$ cat src/rtl/i2c_target_regs.sv
// I2C target exposing a byte-wide register file with an auto-incrementing pointer.
// Fabric side gets a combinational read port, a local write port and a strobe per host write.
module i2c_target_regs #(
    parameter logic [6:0] TARGET_ADDR = 7'h28,
    parameter int         NUM_REGS    = 8,
    parameter int         AW          = $clog2(NUM_REGS)
) (
    input  logic          clk_clk,
    input  logic          reset_reset_n,
    input  logic          i2c_serial_sda_in,
    input  logic          i2c_serial_scl_in,
    output logic          i2c_serial_sda_oe,
    output logic          i2c_serial_scl_oe,
    input  logic          lcl_wr_en,
    input  logic [AW-1:0] lcl_addr,
    input  logic [7:0]    lcl_wdata,
    input  logic [AW-1:0] lcl_rd_addr,
    output logic [7:0]    lcl_rd_data,
    output logic          host_wr_valid,
    output logic [AW-1:0] host_wr_addr,
    output logic [7:0]    host_wr_data,
    output logic          busy,
    output logic [3:0]    dbg_state
);
    localparam logic [3:0] S_IDLE     = 4'd0;
    localparam logic [3:0] S_ADDR     = 4'd1;
    localparam logic [3:0] S_ADDR_ACK = 4'd2;
    localparam logic [3:0] S_PTR      = 4'd3;
    localparam logic [3:0] S_PTR_ACK  = 4'd4;
    localparam logic [3:0] S_WR_DATA  = 4'd5;
    localparam logic [3:0] S_WR_ACK   = 4'd6;
    localparam logic [3:0] S_RD_DATA  = 4'd7;
    localparam logic [3:0] S_RD_ACK   = 4'd8;
    localparam logic [3:0] S_IGNORE   = 4'd9;

    logic [7:0]    regs [NUM_REGS];
    logic          sda_s1, sda_s2, sda_d;
    logic          scl_s1, scl_s2, scl_d;
    logic [3:0]    state;
    logic [3:0]    bit_cnt;
    logic [7:0]    shift_reg;
    logic [7:0]    tx_byte;
    logic [AW-1:0] ptr;
    logic          rd_mode;

    logic          scl_rise, scl_fall, start_det, stop_det, byte_done, ptr_ok;
    logic [7:0]    rx_next;

    // Synchronizers idle high so reset release never looks like a bus condition.
    always_ff @(posedge clk_clk or negedge reset_reset_n) begin
        if (!reset_reset_n) begin
            sda_s1 <= 1'b1;
            sda_s2 <= 1'b1;
            sda_d  <= 1'b1;
            scl_s1 <= 1'b1;
            scl_s2 <= 1'b1;
            scl_d  <= 1'b1;
        end else begin
            sda_s1 <= i2c_serial_sda_in;
            sda_s2 <= sda_s1;
            sda_d  <= sda_s2;
            scl_s1 <= i2c_serial_scl_in;
            scl_s2 <= scl_s1;
            scl_d  <= scl_s2;
        end
    end

    assign scl_rise  = scl_s2 & ~scl_d;
    assign scl_fall  = ~scl_s2 & scl_d;
    assign start_det = scl_s2 & scl_d & sda_d & ~sda_s2;
    assign stop_det  = scl_s2 & scl_d & ~sda_d & sda_s2;
    assign rx_next   = {shift_reg[6:0], sda_s2};
    assign byte_done = (bit_cnt == 4'd7);
    assign ptr_ok    = ((rx_next >> AW) == 8'd0);

    // In ACK states sda_oe doubles as the phase flag: first fall drives, second fall releases.
    always_ff @(posedge clk_clk or negedge reset_reset_n) begin
        if (!reset_reset_n) begin
            state             <= S_IDLE;
            bit_cnt           <= '0;
            shift_reg         <= '0;
            tx_byte           <= '0;
            ptr               <= '0;
            rd_mode           <= 1'b0;
            i2c_serial_sda_oe <= 1'b0;
            busy              <= 1'b0;
            host_wr_valid     <= 1'b0;
            host_wr_addr      <= '0;
            host_wr_data      <= '0;
        end else begin
            host_wr_valid <= 1'b0;
            if (start_det) begin
                state             <= S_ADDR;
                bit_cnt           <= '0;
                i2c_serial_sda_oe <= 1'b0;
            end else if (stop_det) begin
                state             <= S_IDLE;
                i2c_serial_sda_oe <= 1'b0;
                busy              <= 1'b0;
            end else begin
                case (state)
                    S_ADDR: if (scl_rise) begin
                        shift_reg <= rx_next;
                        bit_cnt   <= bit_cnt + 4'd1;
                        if (byte_done) begin
                            if (rx_next[7:1] == TARGET_ADDR) begin
                                state   <= S_ADDR_ACK;
                                busy    <= 1'b1;
                                rd_mode <= rx_next[0];
                            end else begin
                                state <= S_IDLE;
                                busy  <= 1'b0;
                            end
                        end
                    end
                    S_ADDR_ACK: if (scl_fall) begin
                        bit_cnt <= '0;
                        if (!i2c_serial_sda_oe) begin
                            i2c_serial_sda_oe <= 1'b1;
                        end else if (rd_mode) begin
                            tx_byte           <= regs[ptr];
                            i2c_serial_sda_oe <= ~regs[ptr][7];
                            state             <= S_RD_DATA;
                        end else begin
                            i2c_serial_sda_oe <= 1'b0;
                            state             <= S_PTR;
                        end
                    end
                    S_PTR: if (scl_rise) begin
                        shift_reg <= rx_next;
                        bit_cnt   <= bit_cnt + 4'd1;
                        if (byte_done) begin
                            if (ptr_ok) begin
                                ptr   <= rx_next[AW-1:0];
                                state <= S_PTR_ACK;
                            end else begin
                                state <= S_IGNORE;
                                busy  <= 1'b0;
                            end
                        end
                    end
                    S_PTR_ACK, S_WR_ACK: if (scl_fall) begin
                        bit_cnt <= '0;
                        if (!i2c_serial_sda_oe) begin
                            i2c_serial_sda_oe <= 1'b1;
                        end else begin
                            i2c_serial_sda_oe <= 1'b0;
                            state             <= S_WR_DATA;
                        end
                    end
                    S_WR_DATA: if (scl_rise) begin
                        shift_reg <= rx_next;
                        bit_cnt   <= bit_cnt + 4'd1;
                        if (byte_done) begin
                            host_wr_valid <= 1'b1;
                            host_wr_addr  <= ptr;
                            host_wr_data  <= rx_next;
                            ptr           <= ptr + AW'(1);
                            state         <= S_WR_ACK;
                        end
                    end
                    S_RD_DATA: begin
                        if (scl_rise) begin
                            bit_cnt <= bit_cnt + 4'd1;
                        end else if (scl_fall) begin
                            if (bit_cnt == 4'd8) begin
                                i2c_serial_sda_oe <= 1'b0;
                                state             <= S_RD_ACK;
                            end else begin
                                tx_byte           <= {tx_byte[6:0], 1'b0};
                                i2c_serial_sda_oe <= ~tx_byte[6];
                            end
                        end
                    end
                    S_RD_ACK: begin
                        if (scl_rise) begin
                            ptr <= ptr + AW'(1);
                            if (sda_s2) begin
                                state <= S_IDLE;
                                busy  <= 1'b0;
                            end
                        end else if (scl_fall) begin
                            tx_byte           <= regs[ptr];
                            i2c_serial_sda_oe <= ~regs[ptr][7];
                            bit_cnt           <= '0;
                            state             <= S_RD_DATA;
                        end
                    end
                    default: i2c_serial_sda_oe <= 1'b0;
                endcase
            end
        end
    end

    // Host write commits during its strobe cycle and overrides a same-index local write.
    always_ff @(posedge clk_clk or negedge reset_reset_n) begin
        if (!reset_reset_n) begin
            for (int i = 0; i < NUM_REGS; i++) regs[i] <= '0;
        end else begin
            if (lcl_wr_en) regs[lcl_addr] <= lcl_wdata;
            if (host_wr_valid) regs[host_wr_addr] <= host_wr_data;
        end
    end

    assign lcl_rd_data       = regs[lcl_rd_addr];
    assign i2c_serial_scl_oe = 1'b0;
    assign dbg_state         = state;
endmodule

$ cat config.mk
export PLATFORM = sky130hd
export DESIGN_NAME = i2c_target_regs
export DESIGN_NICKNAME = d
export VERILOG_FILES = /design/src/rtl/i2c_target_regs.sv
export SDC_FILE = /design/constraint.sdc
export NUM_CORES = 1
export LEC_CHECK = 0
export CORE_MARGIN = 2
export CORE_UTILIZATION = 54
export CTS_CLUSTER_DIAMETER = 100
export CTS_CLUSTER_SIZE = 10
export DETAILED_ROUTE_END_ITERATION = 10
export PLACE_DENSITY = 0.86
export SYNTH_ARGS = -nofsm -noshare
export SYNTH_HDL_FRONTEND = slang
export SYNTH_SLANG_ARGS = --single-unit
$ cat constraint.sdc
create_clock -name clk_clk -period 2.1 [get_ports clk_clk]
set_clock_uncertainty 0.15 [all_clocks]
set_input_delay 0.315 -clock clk_clk [delete_from_list [all_inputs] [get_ports clk_clk]]
set_output_delay 0.315 -clock clk_clk [all_outputs]
set_load 0.005 [all_outputs]
==> metrics.csv, run 1 <==
metric,value,unit
synth_area,0.00657,mm^2
die_area,0.0131,mm^2
ir_drop,725,uV
ant_nets,0,
grt_overflow,0,
synth_ff_type,dfrtp_1,
path_class,reg -> reg,
gp_congestion,0.960,
slowest_stage,a21oi_1,
critical_path.cell_chain,"buf_12, inv_1, nor3_2, buf_4, nor2_1, a21oi_1, o21ai_2",
leakage,0.00389,uW
syn_to_final_growth,37.0,%
grt_pass1_vias,6109,
holdWs,0.192,ns
clk_path_buf_depth,2,
avgSynthCellArea,10.4,um^2
antenna_found_initial,0,
syn-instance-count,633,
rsz0062_at_grt,true,
cpPeakStageDelay,0.49,ns
cts_root_buf,clkbuf_16,
maxSlewHeadroom,0.598,
ff2ff_path_depth,7,
hpwlAfterDp,12.6,mm
die_h,114,um
clock-sinks,110,
reg_top3,"regs: 64 flops, host_wr_data: 8 flops",
powerDensity,722,mW/mm^2
r2r_end,tx_byte[6],
drc_errors,0,
cp_max_fo,13,
io_pins,46,
ys_types,59,
drv_slew,0,
synth_top_area_share,0.396,
rows,40,
cts_tree,yes,
clk_pin_slew,0.09,ns
worst-slew-pin-transition,0.603,ns
finalCriticalPeriod,2.49,ns
maxCapViolCount,0,
status,finished with violations,
antenna_cells,0,
cp-start-kind,flip-flop,
die_w,114,um
hold_violations,0,
drt-total-wl,26.3,mm
yosysWarnings,0,
htreeDepth,3,
ys_seq_elements,110,
yosysSeqAreaShare,0.420,
drt-wirelength-per-cell,28.5,um
dr.pass1.iters,6,
synth-edff-count,0,
grtUsageTotal,0.331,
grt_pass1_wl,32.6,mm
reg2reg_from,dbg_state[2],
drt-initial-drc-count,1190,
fin_util,0.752,
viasPerCell,7.30,
vias,6733,
clkLatencyLatePin,0.38,ns
cts-buffers-inserted,9,
end_kind,flip-flop,
core_region_area,0.0120,mm^2
synth_nets,658,
layout_setup_ws,-0.392,ns
min_to,sda_s2,
initial_core_util,0.549,
r2r_setup_slack,-0.39,ns
layout-drive-gt1-share,0.379,
grt_max_degree,53,
fin_crit_sh,1.19,
top_register,regs,
violations,negative setup slack,
netlist_top_cells_area,"dfrtp_1 40%, mux2i_1 11%, mux4_2 11%",
worstPathRequired,2.19,ns
arrival,2.58,ns
final_nets,795,
min-delay-start,sda_s1,
largest_register_ff_count,64,
synthArstFlopShare,1.00,
yosys.area.top_type,dfrtp_1,
finalSetupViolCount,44,
hp-class,reg -> reg,
hold_depth,0,
portBuffers,44,
totalPowerFinal,6500,uW
max_freq,401,MHz
==> area by class of cell <==
class                   count  area, um^2
clock buffers               9         225
clock inverters             7         105
fillers                   617        2960
inverters                   7        26.3
multi-input cells         455        3930
flip-flops and latches    110        2770
well taps                 147         184
repair buffers            187        1760
==> cell families after synthesis <==
| family | count (synthesis) | share of synthesized area |
|---|---|---|
| DFF | 110 | 0.420 |
| muxes | 135 | 0.272 |
| AOI/OAI and AO/OA | 136 | 0.118 |
| adders and majority gates | 6 | 0.0114 |
| other | 1 | 0.000571 |
| buffers and inverters | 68 | 0.0425 |
| xor gates and xnor gates | 2 | 0.00267 |
| and+or+nand+nor | 175 | 0.132 |
==> layer usage <==
layer | GRT usage | wire length [um] | up-vias
li1 | - | - | 2573
met1 | 0.414 | 8840 | 3154
met2 | 0.515 | 11600 | 745
met3 | 0.0868 | 3360 | 261
met4 | 0.206 | 2420 | 0
met5 | 0 | 0 | -
==> Yosys cell counts, types with 3 or more instances <==
cell type,n
nor3_1,8
mux2_2,30
nand2_1,63
a31oi_1,3
nand3_1,8
nand2b_1,7
nor3b_1,4
nor3_2,3
a211oi_1,3
a21oi_1,52
mux4_2,32
o21ai_0,52
ha_1,6
clkbuf_1,45
buf_2,7
mux2i_1,73
dfstp_2,6
nor2b_1,6
o31ai_1,3
inv_1,7
buf_1,6
nand4_1,5
nor2_1,51
dfrtp_1,104
nand4b_1,7
==> per-stage QoR <==
step                      instances  setup TNS, ns  area (um^2)  setup WS (ns)
after floorplan                 633              0         6610         0.0176
after global placement          844          -5.06         7730         -0.628
after detailed placement        844          -5.65         7730         -0.650
after CTS                       896         -0.135         8430        -0.0301
after global routing            922          -5.02         9000         -0.415
final                           922          -3.76         9000         -0.392
==> worst max-delay path: cells and delay by family, from the launching register on <==
family | cells | cell delay [ns]
AOI/OAI and AO/OA | 2 | 0.63
buffers and inverters | 3 | 0.56
DFF | 1 | 0.47
and+or+nand+nor | 2 | 0.53
==> power by group <==
group          switching (uW)  internal (uW)
logic                     807            964
clock network             920           1070
registers                 317           2430
==> cells in the final DEF (no fill, tap or decap), drive strengths merged, types with 4 or more instances in the layout <==
cell           synthesis  final
nand3                  8      8
o21ai                 54     54
inv                    7      9
mux2i                 73     73
nand4b                 7      7
nor2                  51     51
a21oi                 53     53
mux2                  30     30
clkbuf                45     11
mux4                  32     32
nor2b                  6      6
nor3                  11     11
dfrtp                104    104
ha                     6      6
buf                   16    150
nand2b                 7      7
clkdlybuf4s50          0     33
nand4                  5      5
dfstp                  6      6
nor3b                  4      4
nand2                 63     63
==> worst max-delay path by stage <==
| stage | start | endpoint | cells past startpoint |
|---|---|---|---|
| 5_1_grt | dbg_state[2] | tx_byte[6] | 7 |
| 6_report | dbg_state[2] | tx_byte[6] | 7 |
| 3_5_place_dp | lcl_rd_addr[0] | lcl_rd_data[6] | 5 |
| 4_1_cts | regs[38] | lcl_rd_data[6] | 3 |
| 3_3_place_gp | lcl_rd_addr[0] | lcl_rd_data[3] | 5 |
| 2_1_floorplan | scl_d | dbg_state[0] | 8 |
==> repair_timing <==
action / CTS / global route
cloned: 1 / 2
gates resized for setup: 68 / 86
hold buffers: 1 / 0
endpoints found under the setup margin: 29 / 45
endpoints found under the hold margin: 20 / 0
buffers inserted: 34 / 24
pin swaps: 2 / 21
(Power assumes the default switching activity.)
==> run 2: changes to the inputs <==
- SLEW_MARGIN: not set -> 20
==> results of run 2 <==
Same layout as run 1: the final DEF is identical, and so are final timing and power.
